## config.mk

```make
export PLATFORM = sky130hd
export DESIGN_NAME = huffman_decoder_flat
export DESIGN_NICKNAME = d
export VERILOG_FILES = /design/src/rtl/huffman_pkg.sv /design/src/rtl/huffman_decoder_if.sv /design/src/rtl/huff_canon_tables.sv /design/src/rtl/huffman_decoder.sv /design/src/flat_wrapper.sv
export SDC_FILE = /design/constraint.sdc
export NUM_CORES = 2
export LEC_CHECK = 0
export ABC_AREA = 1
export CAP_MARGIN = 15
export CORE_ASPECT_RATIO = 0.9
export CORE_UTILIZATION = 40
export DETAILED_ROUTE_END_ITERATION = 10
export GPL_ROUTABILITY_DRIVEN = 0
export PLACE_DENSITY_LB_ADDON = 0.2
export SLEW_MARGIN = 30
export SYNTH_ARGS = -nofsm -noshare
export SYNTH_HDL_FRONTEND = slang
export SYNTH_SLANG_ARGS = --single-unit
```

## constraint.sdc

```tcl
create_clock -name clk -period 8.07 [get_ports clk]
set_input_delay 1.614 -clock clk [delete_from_list [all_inputs] [get_ports clk]]
set_output_delay 1.614 -clock clk [all_outputs]
set_load 0.02 [all_outputs]
```

## src/rtl/huffman_pkg.sv

```systemverilog
// Shared constants and types for the bit-serial canonical Huffman decoder.
package huffman_pkg;

    localparam int MAX_LEN_DEFAULT = 16;
    localparam int SYM_W_DEFAULT   = 8;

    // Widths for the default configuration: codeword length field and code count field.
    localparam int LEN_W = $clog2(MAX_LEN_DEFAULT + 1);
    localparam int CNT_W = SYM_W_DEFAULT + 1;

    typedef enum logic [0:0] {
        DECODE = 1'b0,
        ERROR  = 1'b1
    } state_e;

endpackage

```

## src/rtl/huffman_decoder_if.sv

```systemverilog
// Table-load, bit-stream and symbol-stream signals of the Huffman decoder.
interface huffman_decoder_if
    import huffman_pkg::*;
#(
    parameter int MAX_LEN = MAX_LEN_DEFAULT,
    parameter int SYM_W   = SYM_W_DEFAULT
) ();
    localparam int L_W = $clog2(MAX_LEN + 1);

    logic             clr;
    logic             cnt_we;
    logic [L_W-1:0]   cnt_addr;
    logic [SYM_W:0]   cnt_data;
    logic             sym_we;
    logic [SYM_W-1:0] sym_addr;
    logic [SYM_W-1:0] sym_data;
    logic             in_valid;
    logic             in_ready;
    logic             in_bit;
    logic             out_valid;
    logic             out_ready;
    logic [SYM_W-1:0] out_sym;
    logic [L_W-1:0]   out_len;
    logic             busy;
    logic             err;

    modport master (
        output clr, cnt_we, cnt_addr, cnt_data, sym_we, sym_addr, sym_data,
               in_valid, in_bit, out_ready,
        input  in_ready, out_valid, out_sym, out_len, busy, err
    );

    modport slave (
        input  clr, cnt_we, cnt_addr, cnt_data, sym_we, sym_addr, sym_data,
               in_valid, in_bit, out_ready,
        output in_ready, out_valid, out_sym, out_len, busy, err
    );

endinterface

```

## src/rtl/huff_canon_tables.sv

```systemverilog
// Canonical codebook storage: per-length code counts and symbols in canonical order.
module huff_canon_tables
    import huffman_pkg::*;
#(
    parameter int MAX_LEN = MAX_LEN_DEFAULT,
    parameter int SYM_W   = SYM_W_DEFAULT
) (
    input  logic                           clk,
    input  logic                           rst_n,
    input  logic                           cnt_we_i,
    input  logic [$clog2(MAX_LEN+1)-1:0]   cnt_waddr_i,
    input  logic [SYM_W:0]                 cnt_wdata_i,
    input  logic                           sym_we_i,
    input  logic [SYM_W-1:0]               sym_waddr_i,
    input  logic [SYM_W-1:0]               sym_wdata_i,
    input  logic [$clog2(MAX_LEN+1)-1:0]   cnt_raddr_i,
    output logic [SYM_W:0]                 cnt_rdata_o,
    input  logic [SYM_W-1:0]               sym_raddr_i,
    output logic [SYM_W-1:0]               sym_rdata_o
);
    localparam int L_W   = $clog2(MAX_LEN + 1);
    localparam int C_W   = SYM_W + 1;
    localparam int SYM_N = 2 ** SYM_W;
    localparam logic [L_W-1:0] LEN_MAX = L_W'(MAX_LEN);

    logic [C_W-1:0]   cnt_q [1:MAX_LEN];
    logic [SYM_W-1:0] sym_q [0:SYM_N-1];
    logic             cnt_wr_s;

    // Length 0 and lengths beyond MAX_LEN have no table entry; writes there are dropped.
    assign cnt_wr_s = cnt_we_i && (cnt_waddr_i != {L_W{1'b0}}) && (cnt_waddr_i <= LEN_MAX);

    // Count table: cleared by reset only, so a soft clear keeps the loaded codebook.
    always_ff @(posedge clk or negedge rst_n) begin
        if (!rst_n) begin
            for (int i = 1; i <= MAX_LEN; i++) begin
                cnt_q[i] <= {C_W{1'b0}};
            end
        end else if (cnt_wr_s) begin
            cnt_q[cnt_waddr_i] <= cnt_wdata_i;
        end
    end

    // Symbol table: cleared by reset only.
    always_ff @(posedge clk or negedge rst_n) begin
        if (!rst_n) begin
            for (int i = 0; i < SYM_N; i++) begin
                sym_q[i] <= {SYM_W{1'b0}};
            end
        end else if (sym_we_i) begin
            sym_q[sym_waddr_i] <= sym_wdata_i;
        end
    end

    // Count read for the length being tested; out-of-range lengths read as zero codes.
    always_comb begin
        cnt_rdata_o = {C_W{1'b0}};
        if ((cnt_raddr_i != {L_W{1'b0}}) && (cnt_raddr_i <= LEN_MAX)) begin
            cnt_rdata_o = cnt_q[cnt_raddr_i];
        end else begin
            cnt_rdata_o = {C_W{1'b0}};
        end
    end

    assign sym_rdata_o = sym_q[sym_raddr_i];

endmodule

```

## src/rtl/huffman_decoder.sv

```systemverilog
// Bit-serial canonical Huffman decoder: walks the canonical tables one code bit per cycle.
module huffman_decoder
    import huffman_pkg::*;
#(
    parameter int MAX_LEN = MAX_LEN_DEFAULT,
    parameter int SYM_W   = SYM_W_DEFAULT
) (
    input logic              clk,
    input logic              rst_n,
    huffman_decoder_if.slave bus
);
    localparam int L_W = $clog2(MAX_LEN + 1);
    localparam int C_W = SYM_W + 1;
    localparam int A_W = MAX_LEN + 1;
    localparam logic [L_W-1:0] LEN_MAX  = L_W'(MAX_LEN);
    localparam logic [A_W-1:0] IDX_LIM  = A_W'(2 ** SYM_W);

    state_e           state_q, state_d;
    logic [MAX_LEN-1:0] code_q, code_d;
    logic [A_W-1:0]   first_q, first_d;
    logic [A_W-1:0]   index_q, index_d;
    logic [L_W-1:0]   len_q, len_d;
    logic             out_valid_q, out_valid_d;
    logic [SYM_W-1:0] out_sym_q, out_sym_d;
    logic [L_W-1:0]   out_len_q, out_len_d;
    logic             err_q, err_d;

    logic [L_W-1:0]   len_nx_s;
    logic [A_W-1:0]   c_s, diff_s, idx_s, cnt_ext_s, sum_s;
    logic [C_W-1:0]   cnt_rd_s;
    logic [SYM_W-1:0] sym_rd_s;
    logic             hit_s, in_ready_s, accept_s;

    huff_canon_tables #(.MAX_LEN(MAX_LEN), .SYM_W(SYM_W)) u_tables (
        .clk         (clk),
        .rst_n       (rst_n),
        .cnt_we_i    (bus.cnt_we),
        .cnt_waddr_i (bus.cnt_addr),
        .cnt_wdata_i (bus.cnt_data),
        .sym_we_i    (bus.sym_we),
        .sym_waddr_i (bus.sym_addr),
        .sym_wdata_i (bus.sym_data),
        .cnt_raddr_i (len_nx_s),
        .cnt_rdata_o (cnt_rd_s),
        .sym_raddr_i (idx_s[SYM_W-1:0]),
        .sym_rdata_o (sym_rd_s)
    );

    // Canonical walk datapath for the candidate length len+1.
    always_comb begin
        len_nx_s  = len_q + L_W'(1);
        c_s       = {code_q, bus.in_bit};
        cnt_ext_s = A_W'(cnt_rd_s);
        diff_s    = c_s - first_q;
        idx_s     = index_q + diff_s;
        sum_s     = first_q + cnt_ext_s;
        hit_s     = (cnt_rd_s != {C_W{1'b0}}) && (diff_s < cnt_ext_s);
    end

    // A new bit is only taken when its possible symbol has somewhere to go; held low in reset.
    assign in_ready_s = rst_n && (state_q == DECODE) && (!out_valid_q || bus.out_ready);
    assign accept_s   = bus.in_valid && in_ready_s;

    // Next-state logic: soft clear first, then output handshake, then the per-bit walk.
    always_comb begin
        state_d     = state_q;
        code_d      = code_q;
        first_d     = first_q;
        index_d     = index_q;
        len_d       = len_q;
        out_valid_d = out_valid_q;
        out_sym_d   = out_sym_q;
        out_len_d   = out_len_q;
        err_d       = err_q;
        if (bus.clr) begin
            state_d     = DECODE;
            code_d      = {MAX_LEN{1'b0}};
            first_d     = {A_W{1'b0}};
            index_d     = {A_W{1'b0}};
            len_d       = {L_W{1'b0}};
            out_valid_d = 1'b0;
            err_d       = 1'b0;
        end else begin
            if (out_valid_q && bus.out_ready) begin
                out_valid_d = 1'b0;
            end else begin
                out_valid_d = out_valid_q;
            end
            case (state_q)
                DECODE: begin
                    if (accept_s) begin
                        if (hit_s || (len_nx_s == LEN_MAX)) begin
                            // Codeword finished (or abandoned): the walk restarts from length 1.
                            code_d  = {MAX_LEN{1'b0}};
                            first_d = {A_W{1'b0}};
                            index_d = {A_W{1'b0}};
                            len_d   = {L_W{1'b0}};
                        end else begin
                            code_d  = c_s[MAX_LEN-1:0];
                            first_d = sum_s + sum_s;
                            index_d = index_q + cnt_ext_s;
                            len_d   = len_nx_s;
                        end
                        if (hit_s && (idx_s < IDX_LIM)) begin
                            out_valid_d = 1'b1;
                            out_sym_d   = sym_rd_s;
                            out_len_d   = len_nx_s;
                        end else if (hit_s || (len_nx_s == LEN_MAX)) begin
                            state_d = ERROR;
                            err_d   = 1'b1;
                        end else begin
                            state_d = DECODE;
                        end
                    end else begin
                        state_d = DECODE;
                    end
                end
                ERROR: begin
                    state_d = ERROR;
                end
                default: begin
                    state_d = ERROR;
                    err_d   = 1'b1;
                end
            endcase
        end
    end

    // State and output registers; reset discards any partial codeword.
    always_ff @(posedge clk or negedge rst_n) begin
        if (!rst_n) begin
            state_q     <= DECODE;
            code_q      <= {MAX_LEN{1'b0}};
            first_q     <= {A_W{1'b0}};
            index_q     <= {A_W{1'b0}};
            len_q       <= {L_W{1'b0}};
            out_valid_q <= 1'b0;
            out_sym_q   <= {SYM_W{1'b0}};
            out_len_q   <= {L_W{1'b0}};
            err_q       <= 1'b0;
        end else begin
            state_q     <= state_d;
            code_q      <= code_d;
            first_q     <= first_d;
            index_q     <= index_d;
            len_q       <= len_d;
            out_valid_q <= out_valid_d;
            out_sym_q   <= out_sym_d;
            out_len_q   <= out_len_d;
            err_q       <= err_d;
        end
    end

    assign bus.in_ready  = in_ready_s;
    assign bus.out_valid = out_valid_q;
    assign bus.out_sym   = out_sym_q;
    assign bus.out_len   = out_len_q;
    assign bus.busy      = (len_q != {L_W{1'b0}});
    assign bus.err       = err_q;

endmodule

```

## src/flat_wrapper.sv

```systemverilog
// flat-port wrapper written by rule: the top's interface ports become plain ports
module huffman_decoder_flat import huffman_pkg::*;
#(
    parameter int MAX_LEN = MAX_LEN_DEFAULT,
    parameter int SYM_W   = SYM_W_DEFAULT
)
  (clk, rst_n, bus_clr, bus_cnt_we, bus_cnt_addr, bus_cnt_data, bus_sym_we, bus_sym_addr, bus_sym_data, bus_in_valid, bus_in_bit, bus_out_ready, bus_in_ready, bus_out_valid, bus_out_sym, bus_out_len, bus_busy, bus_err);
  huffman_decoder_if #(.MAX_LEN(MAX_LEN), .SYM_W(SYM_W)) bus_i ();
  input logic clk;
  input logic rst_n;
  input wire logic [$bits(bus_i.clr)-1:0] bus_clr;
  input wire logic [$bits(bus_i.cnt_we)-1:0] bus_cnt_we;
  input wire logic [$bits(bus_i.cnt_addr)-1:0] bus_cnt_addr;
  input wire logic [$bits(bus_i.cnt_data)-1:0] bus_cnt_data;
  input wire logic [$bits(bus_i.sym_we)-1:0] bus_sym_we;
  input wire logic [$bits(bus_i.sym_addr)-1:0] bus_sym_addr;
  input wire logic [$bits(bus_i.sym_data)-1:0] bus_sym_data;
  input wire logic [$bits(bus_i.in_valid)-1:0] bus_in_valid;
  input wire logic [$bits(bus_i.in_bit)-1:0] bus_in_bit;
  input wire logic [$bits(bus_i.out_ready)-1:0] bus_out_ready;
  output wire logic [$bits(bus_i.in_ready)-1:0] bus_in_ready;
  output wire logic [$bits(bus_i.out_valid)-1:0] bus_out_valid;
  output wire logic [$bits(bus_i.out_sym)-1:0] bus_out_sym;
  output wire logic [$bits(bus_i.out_len)-1:0] bus_out_len;
  output wire logic [$bits(bus_i.busy)-1:0] bus_busy;
  output wire logic [$bits(bus_i.err)-1:0] bus_err;
  assign bus_i.clr = bus_clr;
  assign bus_i.cnt_we = bus_cnt_we;
  assign bus_i.cnt_addr = bus_cnt_addr;
  assign bus_i.cnt_data = bus_cnt_data;
  assign bus_i.sym_we = bus_sym_we;
  assign bus_i.sym_addr = bus_sym_addr;
  assign bus_i.sym_data = bus_sym_data;
  assign bus_i.in_valid = bus_in_valid;
  assign bus_i.in_bit = bus_in_bit;
  assign bus_i.out_ready = bus_out_ready;
  assign bus_in_ready = bus_i.in_ready;
  assign bus_out_valid = bus_i.out_valid;
  assign bus_out_sym = bus_i.out_sym;
  assign bus_out_len = bus_i.out_len;
  assign bus_busy = bus_i.busy;
  assign bus_err = bus_i.err;
  huffman_decoder #(.MAX_LEN(MAX_LEN), .SYM_W(SYM_W)) u_core (.clk(clk), .rst_n(rst_n), .bus(bus_i));
endmodule
```

==> metrics.txt <==
largest net degree at the start of global routing roughly 170; CP Max Fanout 79; Root Buffer clkbuf_16; DIE HEIGHT 484.7 um; fmax 169.8 MHz; clock skew 0.05348 ns; postcts setup bufs 0; final core area utilization 44.61%; number of global-route vias before repair 86620; final setup TNS 0 ns; cell row count 176; Post-CTS Hold Fix Bufs 0; final hold viol count 0; outcome finished clean; die area approximately 260000 um^2; fin crit share between 70% and 80%; first-pass GRT wire length 540100 um; most frequent cell on the critical path nand3_1; post-synth top area share 54.66%; first drt pass iteration count 6; Final nets between 10000 and 15000; worst stage delay on the critical path 0.76 ns; Area contributors post-synth dfrtp_1, o21ai_0, nand2_1; non-filler cells, final 15770; Detailed Place HPWL 202700 um; Arr. time, crit path 6.67 ns; clock slew seen by the registers of the worst setup and hold paths about 0.060 ns; final setup fails 0; Synth cell types 45; number of synthesized flops with an enable pin 0; PwrDens 324.4 nW/um^2; clk sinks 2262; max-slew violations 0; ratio of cells with drive above 1 in the final layout 4.954%; CTS Buf Count 242; synthesized cell area roughly 100000 um^2; antenna violations before repair 13; CTS tree yes; most frequent cell after synthesis nand2_1; total I/O pin count 55; CTS max path bufs 4; Design Area, Final 114500 um^2; antenna-violating nets left 0; # DRC 0; syn nets around 13000; Clock Latency Late Sink approximately 0.95 ns; final wirelength 349400 um; Max VDD drop 393.4 uV; DR vias 90700; Yosys top cell by area dfrtp_1; hold crit path type reg2reg; Least-Margin Pin Slew 1.054 ns; placed inst area 106300 um^2; Async S/R FF share, synth 100.0%; sequential area share after synthesis 54.66%; H-Tree Depth 4; syn avg cell area a little over 8 um^2; Area Overhead vs Synth 10.53%; WP data required between 8 and 9 ns; Startpoint Class register; CTS resizes 0; placed cell count 15330; commonest cells in the netlist nand2_1, o21ai_0, dfrtp_1, nor2_1, clkbuf_1; global route total overflow 0; starting density of the core 40.36%; ys flop type dfrtp_1; Port Buffer Count 54; Power Total 0.03713 W; Worst slew margin 29.73%; Static Leak between 50 and 60 nW; Synth Register Bits 2262; Post-Synthesis Cells 12760; CP Cell Sequence buf_4 -> nand3_4 -> xor2_2 -> nand2_1 -> nor2_1 -> ha_1 -> inv_1 -> nand3_1 -> ha_1 -> a21oi_1 -> o21ai_0 -> a21oi_1 -> nand3_1 -> nor2_1 -> nand3_1 -> nor2_2 -> nand3_2 -> nor2_4 -> nand2_4 -> o21ai_1 -> inv_1; CP Capture Type register; Final min period 5.890 ns; routed length per instance roughly 22 um; RSZ-0062 raised after global routing no; core area 256500 um^2; DRT iter0 DRCs 10580; Total GRT Usage 26.37%; Crit Path Class reg2reg; Warnings, synthesis 0; die width about 540 um; Max-cap violations 0; critical path's slowest cell xor2_2; vias per cell 5.753
-- cell usage in the layout, fill, tap and decap left out, drive strengths merged, types with 3 or more instances in the layout --
cell,count
a21oi,128
ha,61
clkdlybuf4s50,53
nor2,1257
o22ai,520
nand2,3314
a31oi,3
nand3b,5
nand3,610
bufinv,12
inv,250
xor2,24
o21bai,4
o221ai,20
diode,9
o21ai,3224
xnor2,10
clkinv,43
or2,3
buf,154
clkbuf,363
nand4,12
dfrtp,2262
fa,3
o21a,4
nor3,20
clkinvlp,7
-- sequential cells by signal, indices dropped and copies added, names as in the netlist --
| signal | count |
|---|---|
| u_core.bus.out_len | 5 |
| u_core.u_tables.sym_q | 2048 |
| u_core.first_q | 16 |
| u_core.bus.out_valid | 1 |
| u_core.bus.err | 1 |
| u_core.code_q | 16 |
| u_core.bus.out_sym | 8 |
| u_core.state_q | 1 |
| u_core.len_q | 5 |
| u_core.index_q | 17 |
| u_core.u_tables.cnt_q | 144 |
-- area by class of cell --
cell class                      instances  area [um^2]
Antenna cell                            9        22.52
Clock buffer                          363         7262
Clock inverter                         62        706.9
Fill cell                           25140       142100
Inverter                              250         1028
Multi-Input combinational cell       9230        42290
Sequential cell                      2262        56610
Tap cell                             3382         4232
Timing Repair Buffer                  207         2302
-- path summary, 6_finish.rpt --
check	start	to	slack, ns	depth (start not counted)
setup / recovery	u_core.len_q[0]	u_core.bus.out_len[2]	2.18	21
hold / removal	u_core.u_tables.sym_q[881]	u_core.u_tables.sym_q[881]	0.48	2
setup reg to reg	u_core.len_q[0]	u_core.bus.out_len[2]	2.18	21
hold reg to reg	u_core.u_tables.sym_q[881]	u_core.u_tables.sym_q[881]	0.48	2
max in group asynchronous	rst_n	u_core.u_tables.sym_q[324]	4.55	5
min in group asynchronous	rst_n	u_core.u_tables.sym_q[2012]	0.57	1
-- layer usage --
| metal | part of all wire (%) | vias to the layer above | track usage (%) |
|---|---|---|---|
| met1 | 44 | 44850 | 37.50 |
| met4 | 3.9 | 4 | 9.715 |
| met2 | 44 | 3590 | 40.70 |
| met5 | 0.0063 | - | 0 |
| met3 | 7.7 | 666 | 4.024 |
| li1 | - | 41590 | - |
-- per-stage QoR --
stage | hold WS (ns) | worst slack, ns
after floorplan | 0.4478 | 3.980
after global placement | 0.4597 | 1.554
after detailed placement | 0.4672 | 1.541
after CTS | 0.4820 | 2.316
after global routing | 0.4854 | 1.719
final | 0.4781 | 2.180
-- kinds of logic (layout without fill, tap and decap cells) --
kind of cell,Yosys count,in the layout,synth area share [%]
buf+inv,1268,882,4.751
xor+xnor,34,34,0.3202
other cells,0,9,0
flops,2262,2262,54.66
simple gates,5224,5224,19.84
compound gates,3908,3908,19.63
fa+ha+maj,64,64,0.7951
-- worst max-delay path: cells and delay by family, from the launching register on --
family                   cells  cell delay, ns
buffers and inverters        3            0.91
flip-flops                   1            0.38
AO/OA/AOI/OAI                4            0.67
XOR/XNOR                     1            0.76
adder cells (fa/ha/maj)      2            0.65
AND/OR/NAND/NOR             11            2.34
-- where the power goes --
| part | leakage [nW] | total, W | switching [W] | internal, W |
|---|---|---|---|---|
| logic | 15.9 | 0.0135 | 0.00998 | 0.00351 |
| clock network | 3.94 | 0.0113 | 0.00473 | 0.00655 |
| registers | 30.9 | 0.0124 | 0.000355 | 0.0120 |
No activity file was read; power rests on OpenSTA's default activity.
